### config.mk
export PLATFORM = sky130hd
export DESIGN_NAME = dco_ctrl
export DESIGN_NICKNAME = d
export VERILOG_FILES = /design/src/rtl/dco_ctrl_pkg.sv /design/src/rtl/dco_ctrl_flag_sync.sv /design/src/rtl/dco_ctrl.sv
export SDC_FILE = /design/constraint.sdc
export NUM_CORES = 1
export LEC_CHECK = 0
export ABC_AREA = 0
export CORE_MARGIN = 4
export CORE_UTILIZATION = 40
export CTS_CLUSTER_SIZE = 16
export DETAILED_ROUTE_END_ITERATION = 8
export MAX_ROUTING_LAYER = met4
export PLACE_DENSITY = 0.66
export SYNTH_ARGS = -nofsm -noshare
export SYNTH_HDL_FRONTEND = slang
export SYNTH_SLANG_ARGS = --single-unit
### constraint.sdc
create_clock -name clk -period 3.5 [get_ports clk]
set_input_delay 0.7 -clock clk [delete_from_list [all_inputs] [get_ports clk]]
set_output_delay 0.7 -clock clk [all_outputs]
set_load 0.02 [all_outputs]
### src/rtl/dco_ctrl_pkg.sv
// rtl/dco_ctrl_pkg.sv - shared types and reset constants for the ADPLL loop controller
package dco_ctrl_pkg;

    typedef enum logic [1:0] {
        IDLE   = 2'd0,
        SEARCH = 2'd1,
        TRACK  = 2'd2
    } state_t;

    typedef enum logic {
        DIR_UP = 1'b0,
        DIR_DN = 1'b1
    } dir_t;

    // Search starts mid-range with a quarter-range first step.
    function automatic int code_mid(input int code_w);
        return 1 << (code_w - 1);
    endfunction

    function automatic int step_init(input int code_w);
        return 1 << (code_w - 2);
    endfunction

endpackage

### src/rtl/dco_ctrl_flag_sync.sv
// rtl/dco_ctrl_flag_sync.sv - flag synchroniser with one-cycle rising-edge pulse
module flag_sync #(
    parameter int SYNC_STAGES = 2
) (
    input  logic clk,
    input  logic rst,
    input  logic flag,
    output logic pulse
);

    logic [SYNC_STAGES-1:0] chain;
    logic                   last_q;

    always_ff @(posedge clk) begin
        if (rst) begin
            chain  <= '0;
            last_q <= 1'b0;
        end else begin
            chain  <= {chain[SYNC_STAGES-2:0], flag};
            last_q <= chain[SYNC_STAGES-1];
        end
    end

    // Edge taken off the last stage so the pulse is ready one cycle after it settles.
    assign pulse = chain[SYNC_STAGES-1] & ~last_q;

endmodule

### src/rtl/dco_ctrl.sv
// rtl/dco_ctrl.sv - binary-search acquisition and +/-1 tracking DCO loop controller
module dco_ctrl
    import dco_ctrl_pkg::*;
#(
    parameter int CODE_W      = 8,
    parameter int SYNC_STAGES = 2,
    parameter int LOCK_CNT    = 16,
    parameter int UNLOCK_RUN  = 4
) (
    input  logic              clk,
    input  logic              rst,
    input  logic              en,
    input  logic              flagu,
    input  logic              flagd,
    output logic [CODE_W-1:0] dco_code,
    output logic              lock,
    output logic [1:0]        state
);

    localparam int AW = $clog2(LOCK_CNT + 1);
    localparam int RW = $clog2(UNLOCK_RUN + 1);

    localparam logic [CODE_W-1:0] CODE_MID  = CODE_W'(code_mid(CODE_W));
    localparam logic [CODE_W-1:0] CODE_MAX  = '1;
    localparam logic [CODE_W-1:0] CODE_ONE  = CODE_W'(1);
    localparam logic [CODE_W-2:0] STEP_INIT = (CODE_W-1)'(step_init(CODE_W));
    localparam logic [CODE_W-2:0] STEP_ONE  = (CODE_W-1)'(1);
    localparam logic [AW-1:0]     ALT_MAX   = AW'(LOCK_CNT);
    localparam logic [AW-1:0]     ALT_ONE   = AW'(1);
    localparam logic [RW-1:0]     RUN_MAX   = RW'(UNLOCK_RUN);
    localparam logic [RW-1:0]     RUN_ONE   = RW'(1);

    logic up_ev, dn_ev, ev;
    dir_t ev_dir;

    logic [CODE_W-1:0] code_q, code_d;
    logic [CODE_W-2:0] step_q, step_d;
    state_t            st_q, st_d;
    logic              lock_q, lock_d;
    logic [AW-1:0]     alt_q, alt_d;
    logic [RW-1:0]     run_q, run_d;
    dir_t              prev_q, prev_d;
    logic              has_prev_q, has_prev_d;

    flag_sync #(.SYNC_STAGES(SYNC_STAGES)) u_sync_up (
        .clk  (clk),
        .rst  (rst),
        .flag (flagu),
        .pulse(up_ev)
    );

    flag_sync #(.SYNC_STAGES(SYNC_STAGES)) u_sync_dn (
        .clk  (clk),
        .rst  (rst),
        .flag (flagd),
        .pulse(dn_ev)
    );

    // Coincident up/down events carry no phase information and cancel out.
    assign ev     = up_ev ^ dn_ev;
    assign ev_dir = up_ev ? DIR_UP : DIR_DN;

    always_comb begin
        code_d     = code_q;
        step_d     = step_q;
        st_d       = st_q;
        lock_d     = lock_q;
        alt_d      = alt_q;
        run_d      = run_q;
        prev_d     = prev_q;
        has_prev_d = has_prev_q;

        if (en) begin
            case (st_q)
                IDLE: st_d = SEARCH;
                SEARCH: begin
                    if (ev) begin
                        code_d = (ev_dir == DIR_UP) ? code_q + {1'b0, step_q}
                                                    : code_q - {1'b0, step_q};
                        step_d = step_q >> 1;
                        if (step_q == STEP_ONE) st_d = TRACK;
                    end
                end
                TRACK: begin
                    if (ev) begin
                        if (ev_dir == DIR_UP)
                            code_d = (code_q == CODE_MAX) ? code_q : code_q + CODE_ONE;
                        else
                            code_d = (code_q == '0) ? code_q : code_q - CODE_ONE;

                        if (!has_prev_q) begin
                            alt_d = '0;
                            run_d = RUN_ONE;
                        end else if (ev_dir != prev_q) begin
                            alt_d = (alt_q == ALT_MAX) ? alt_q : alt_q + ALT_ONE;
                            run_d = RUN_ONE;
                        end else begin
                            alt_d = '0;
                            run_d = (run_q == RUN_MAX) ? run_q : run_q + RUN_ONE;
                        end
                        prev_d     = ev_dir;
                        has_prev_d = 1'b1;

                        // A sustained one-sided run means the loop has slipped.
                        if (run_d == RUN_MAX) begin
                            lock_d = 1'b0;
                            alt_d  = '0;
                        end else if (alt_d == ALT_MAX) begin
                            lock_d = 1'b1;
                        end
                    end
                end
                default: st_d = IDLE;
            endcase
        end
    end

    always_ff @(posedge clk) begin
        if (rst) begin
            code_q     <= CODE_MID;
            step_q     <= STEP_INIT;
            st_q       <= IDLE;
            lock_q     <= 1'b0;
            alt_q      <= '0;
            run_q      <= '0;
            prev_q     <= DIR_UP;
            has_prev_q <= 1'b0;
        end else begin
            code_q     <= code_d;
            step_q     <= step_d;
            st_q       <= st_d;
            lock_q     <= lock_d;
            alt_q      <= alt_d;
            run_q      <= run_d;
            prev_q     <= prev_d;
            has_prev_q <= has_prev_d;
        end
    end

    assign dco_code = code_q;
    assign lock     = lock_q;
    assign state    = st_q;

endmodule

# ---- Word level (Yosys, flattened, before mapping)
# Cells that the tools add are included.
dict set report totals {
  reg_bits 34
  input_bits 5
  out_inout_bits 11
  elab_cells 73
}
dict set report classes {
  n_addsub 6
  n_eq_ne 14
  mux 26
  bitwise_logic 6
  reduce_logical 9
}
# cell count
set op_table {}
lappend op_table {{8-bit two-way mux} 6}
lappend op_table {{5-bit two-way mux} 7}
lappend op_table {{3-bit two-way mux} 6}
lappend op_table {{8-bit case mux with 2 select lines} 1}
lappend op_table {{5-bit == test, second input constant} 2}
lappend op_table {{8-bit by 1-bit adder with 8-bit output, second input constant} 1}
lappend op_table {{8-bit by 7-bit adder with 8-bit output} 1}
lappend op_table {{8-bit == test, second input constant} 1}
lappend op_table {{8-bit logical NOT} 1}
lappend op_table {{4-bit AND reduction} 2}
lappend op_table {{8-bit by 1-bit subtractor with 8-bit output, second input constant} 1}
lappend op_table {{8-bit by 7-bit subtractor with 8-bit output} 1}
lappend op_table {{7-bit by 1-bit == test with 1-bit output, second input constant} 1}
lappend op_table {{3-bit == test, second input constant} 2}
lappend op_table {{2-bit inequality test, second input constant} 3}
lappend op_table {{3-bit inequality test, second input constant} 2}
lappend op_table {{2-bit case mux with 3 select lines} 1}
lappend op_table {{3-bit AND reduction} 2}
lappend op_table {{6-bit AND reduction} 1}
lappend op_table {{5-bit by 1-bit adder with 5-bit output, second input constant} 1}
lappend op_table {{2-bit two-way mux} 2}
lappend op_table {{2-bit nonzero test} 2}
lappend op_table {{3-bit by 1-bit adder with 3-bit output, second input constant} 1}
lappend op_table {{1-bit two-way mux} 3}
lappend op_table {{other kinds (7)} 10}

# ---- Logic depth before layout (Yosys ltp)
dict set report logic_depth {
  ltp_word 12
  depth_mapped 12
  ltp_nobuf 12
}

# ---- Hierarchy
# Synthesis repeated with hierarchy kept, for this count alone.
dict set report hier_totals {
  hier_cells 252
  hier_area_um2 2062.0
}
# module n_inst cells_each area_per_inst_um2 seq_area_each_um2
set by_module_without_submodules {}
lappend by_module_without_submodules {dco_ctrl 1 238 1886.8 560.5}
lappend by_module_without_submodules {flag_sync 2 7 87.6 60.1}

# ---- Worst setup path before layout
# No wires, ideal clock.
dict set report synth_path {
  path_type {reg-to-reg}
  startpoint {register st_q[0], in the netlist state[0]}
  endpoint {register code_q[7], in the netlist dco_code[7]}
  setup_ns 0.072
  t_arrival_ns 2.837
  required_time_ns 3.428
  slack_ns 0.591
  stages_incl_launch_ff 13
  n_path_buf 1
  synth_period_minus_slack_ns 2.909
  path_cell_list {dfxtp_1 > inv_1 > ha_1 > buf_2 > nor4b_1 > a21oi_1 > xnor2_1 > ha_1 > nand2_1 > a211o_1 > a21o_1 > a2111oi_4 > mux2i_1}
}
dict set report synth_via {
  elab_chain_len 3
  elab_cells_between_ends 9
  cone_classes {eq/ne (6); mux (1); reduce/logical (2)}
}
# item line_no
set synth_lines {}
lappend synth_lines {{start: declaration} dco_ctrl.sv:38} ;# state_t st_q, st_d;
lappend synth_lines {{start signal: assignment} dco_ctrl.sv:131} ;# st_q <= st_d;
lappend synth_lines {{2-bit == test or 2-bit by 1-bit == test with 1-bit output (tied branches)} dco_ctrl.sv:74} ;# case (st_q)
lappend synth_lines {{3-bit inequality test (no line), or another cell as far along} --}
lappend synth_lines {{6-bit AND reduction (no line)} --}
lappend synth_lines {{end signal: assignment} dco_ctrl.sv:129} ;# code_q <= code_d;
lappend synth_lines {{end: declaration} dco_ctrl.sv:36} ;# logic [CODE_W-1:0] code_q, code_d;
# Parallel ways exist; a longest one is shown, timed or not.
# A chain may end at the register's enable or synchronous reset.

# ---- Worst setup path after layout
# Ends and elaborated chain as after synthesis.

==> results.cfg <==
[logic_synthesis]
yosysTopAreaCell = dfxtp_1
ys_seq_area_share_pct = 30.8
synth_top_area_share_pct = 30.8
synth_fp_nets = 277
avgSynthCellArea_um2 = 8.66
synth.most_common_cell = dfxtp_1
synth_warnings = 0
synth_edf_count = 0
synth.area.top_cells = dfxtp_1 31%, ha_1 9.1%, a21oi_1 5.2%, nor2_1 4.3%, mux2i_1 3.6%
ys_top_cells_by_count = 34 x dfxtp_1, 25 x nor2_1, 23 x a21oi_1, 18 x nand2_1
syn_area_um2 = 2210
synth_ff_type = dfxtp_1
asyncSetResetFlopFracSynth_pct = 0
synth-seq-cells = 34
synth_cell_type_count = 52
synth_cells = 255

[global_route]
grt_pass1_wl_um = 8290
met1_usage_pct = 20.1
busiest_layer = met2
grt_overflow = 0
grt_use_met2_pct = 25.7
grt_pass1_vias = 1816
met3_usage_pct = 3.47
antenna_found_initial = 0
grt_max_degree = 20
grtUsageTotal_pct = 16.2

[clock_tree]
clockBufferDepth = 2
cts.repair.resized = 0
cts_root_buffer = clkbuf_8
post-cts-setup-buffers = 0
cts.sinks = 34
cts_buffers = 5
clock_latency_ns = 0.29
h-tree-depth = 2
cts_tree = done
cts-hold-fix-buffers = 0
path_clk_slew_ns = 0.07

[floorplanning]
die_w_um = 82.3
core-area_um2 = 5240
ios = 16
start_util_pct = 42.1
die_y_um = 82.3
rows = 26
die_area_um2 = 6770

[sta]
setup_viol = 0
relSlewSlack_pct = 61.9
finalCritPeriodShare_pct = 86.2
rsz0062_at_grt = false
hold_violations = 0
finalClockSkew_ns = 0.00455
max_freq_mhz = 332
finalMaxSlewViolations = 0
post-route-min-period_ns = 3.02
worst_slew_pin_slew_ns = 0.570
fin_ws_ns = 0.484
setup_tns_ns = 0

[drt]
drc = 0
drt-initial-drc-count = 88
firstDrtPassIters = 4
drt-total-wl_um = 4850
vias = 1899
wl_per_cell_um = 14.2
ant_nets = 0
vias_per_cell = 5.57

[setup_path]
r2r-start = state[0]
critPathKind = flop to flop
cp-end-kind = flop
critPathMaxFanout = 11
regToRegSetupSlack_ns = 0.48
crit_required_ns = 3.72
crit_arrival_ns = 3.24
rr_worst_depth = 11
startpoint_type = flop
reg2reg_to = dco_code[7]

[pwr]
p_per_area_nw_per_um2 = 332
ir_worst_vdd_mv = 0.221
p_leak_uw = 0.000971

[worst_hold_path]
min_from = u_sync_dn.chain[0]
hold_path_class = flop to flop
hold_end = u_sync_dn.chain[1]
hold_depth = 1

[layout]
fin_util_pct = 47.9
syn2layout_area_growth_pct = 13.6
drive_gt1_share_pct = 8.49
antenna_cells = 0
final_area_um2 = 2510
num-nets-final = 292

[placed_design]
dp_hpwl_um = 3590
dpl_cell_area_um2 = 2410
finalWeightedCongestion = 0.825
portBuffers = 15
dp_slack_ns = 0.509

[run_status]
status = completed

[flow_run]
drv.max_cap_violation_count = 0
[final cells by class]
type	count	area (um2)
inverters	16	60.1
clock inverters	2	12.5
flip-flops and latches	34	681
fillers	524	2730
well taps	70	87.6
clock buffers	6	82.6
repair buffers	16	158
multi-input cells	197	1430
[power by group]
part           internal (uW)  switching (uW)
logic                   49.3            64.2
registers                396            9.74
clock network            158             154
total                    604             228
[how the worst max path moves through the flow]
stage | startpoint | end | slack, ns
floorplan | state[0] | dco_code[7] | 0.59
global placement | state[0] | dco_code[7] | 0.64
detailed placement | state[0] | dco_code[7] | 0.51
CTS | state[0] | dco_code[7] | 0.50
global route | state[0] | dco_code[7] | 0.24
finish | state[0] | dco_code[7] | 0.48
[critical path: stages, from the launching register on]
cell	delay (ns)
dfxtp_1	0.38
inv_1	0.08
ha_1	0.36
nor4b_1	0.40
nor2_1	0.10
xnor2_1	0.15
ha_1	0.33
nand2_1	0.08
a211o_1	0.28
a21o_1	0.19
a2111oi_4	0.38
mux2i_1	0.21
[cell families after synthesis]
kind of cell / after synthesis / synth area share, %
simple gates: 95 / 23.4
compound gates: 65 / 21.5
flops: 34 / 30.8
buf+inv: 24 / 4.54
fa+ha+maj: 17 / 9.98
xor+xnor: 11 / 5.56
mux: 9 / 4.14
[layout by cell type (no fill, tap or decap), types with 3 or more instances in the layout]
master,instances
xor2_1,3
dfxtp_1,34
nand4_1,8
o21ai_0,7
mux2i_1,8
clkdlybuf4s50_1,15
nor2b_1,8
clkbuf_8,6
and3_1,4
inv_1,16
o31ai_1,5
nand3_1,11
ha_1,16
xnor2_1,6
a211oi_1,5
o21a_1,5
nand2_1,18
a21oi_1,23
nor3_1,7
nor2_1,25
[stage by stage]
stage                     hold slack [ns]  std cells  power (uW)
after floorplan                     0.414        255         494
final                               0.439        341         832
after global routing                0.460        341         869
after global placement              0.416        333         526
after detailed placement            0.427        333         529
after CTS                           0.445        341         841
[layer usage]
metal / up-vias / part of all wire (%)
met4: 0 / 2.0
met1: 896 / 47
met5: - / 0
li1: 961 / -
met3: 10 / 3.6
met2: 32 / 47
[flip-flops by register name, summed over array words and instances (netlist names)]
register and count:
dco_code 8, step_q 7, alt_q 5, run_q 3
state 2, u_sync_dn.chain 2, u_sync_up.chain 2, has_prev_q 1
lock 1, prev_q 1, u_sync_dn.last_q 1, u_sync_up.last_q 1
(Power assumes the default switching activity.)
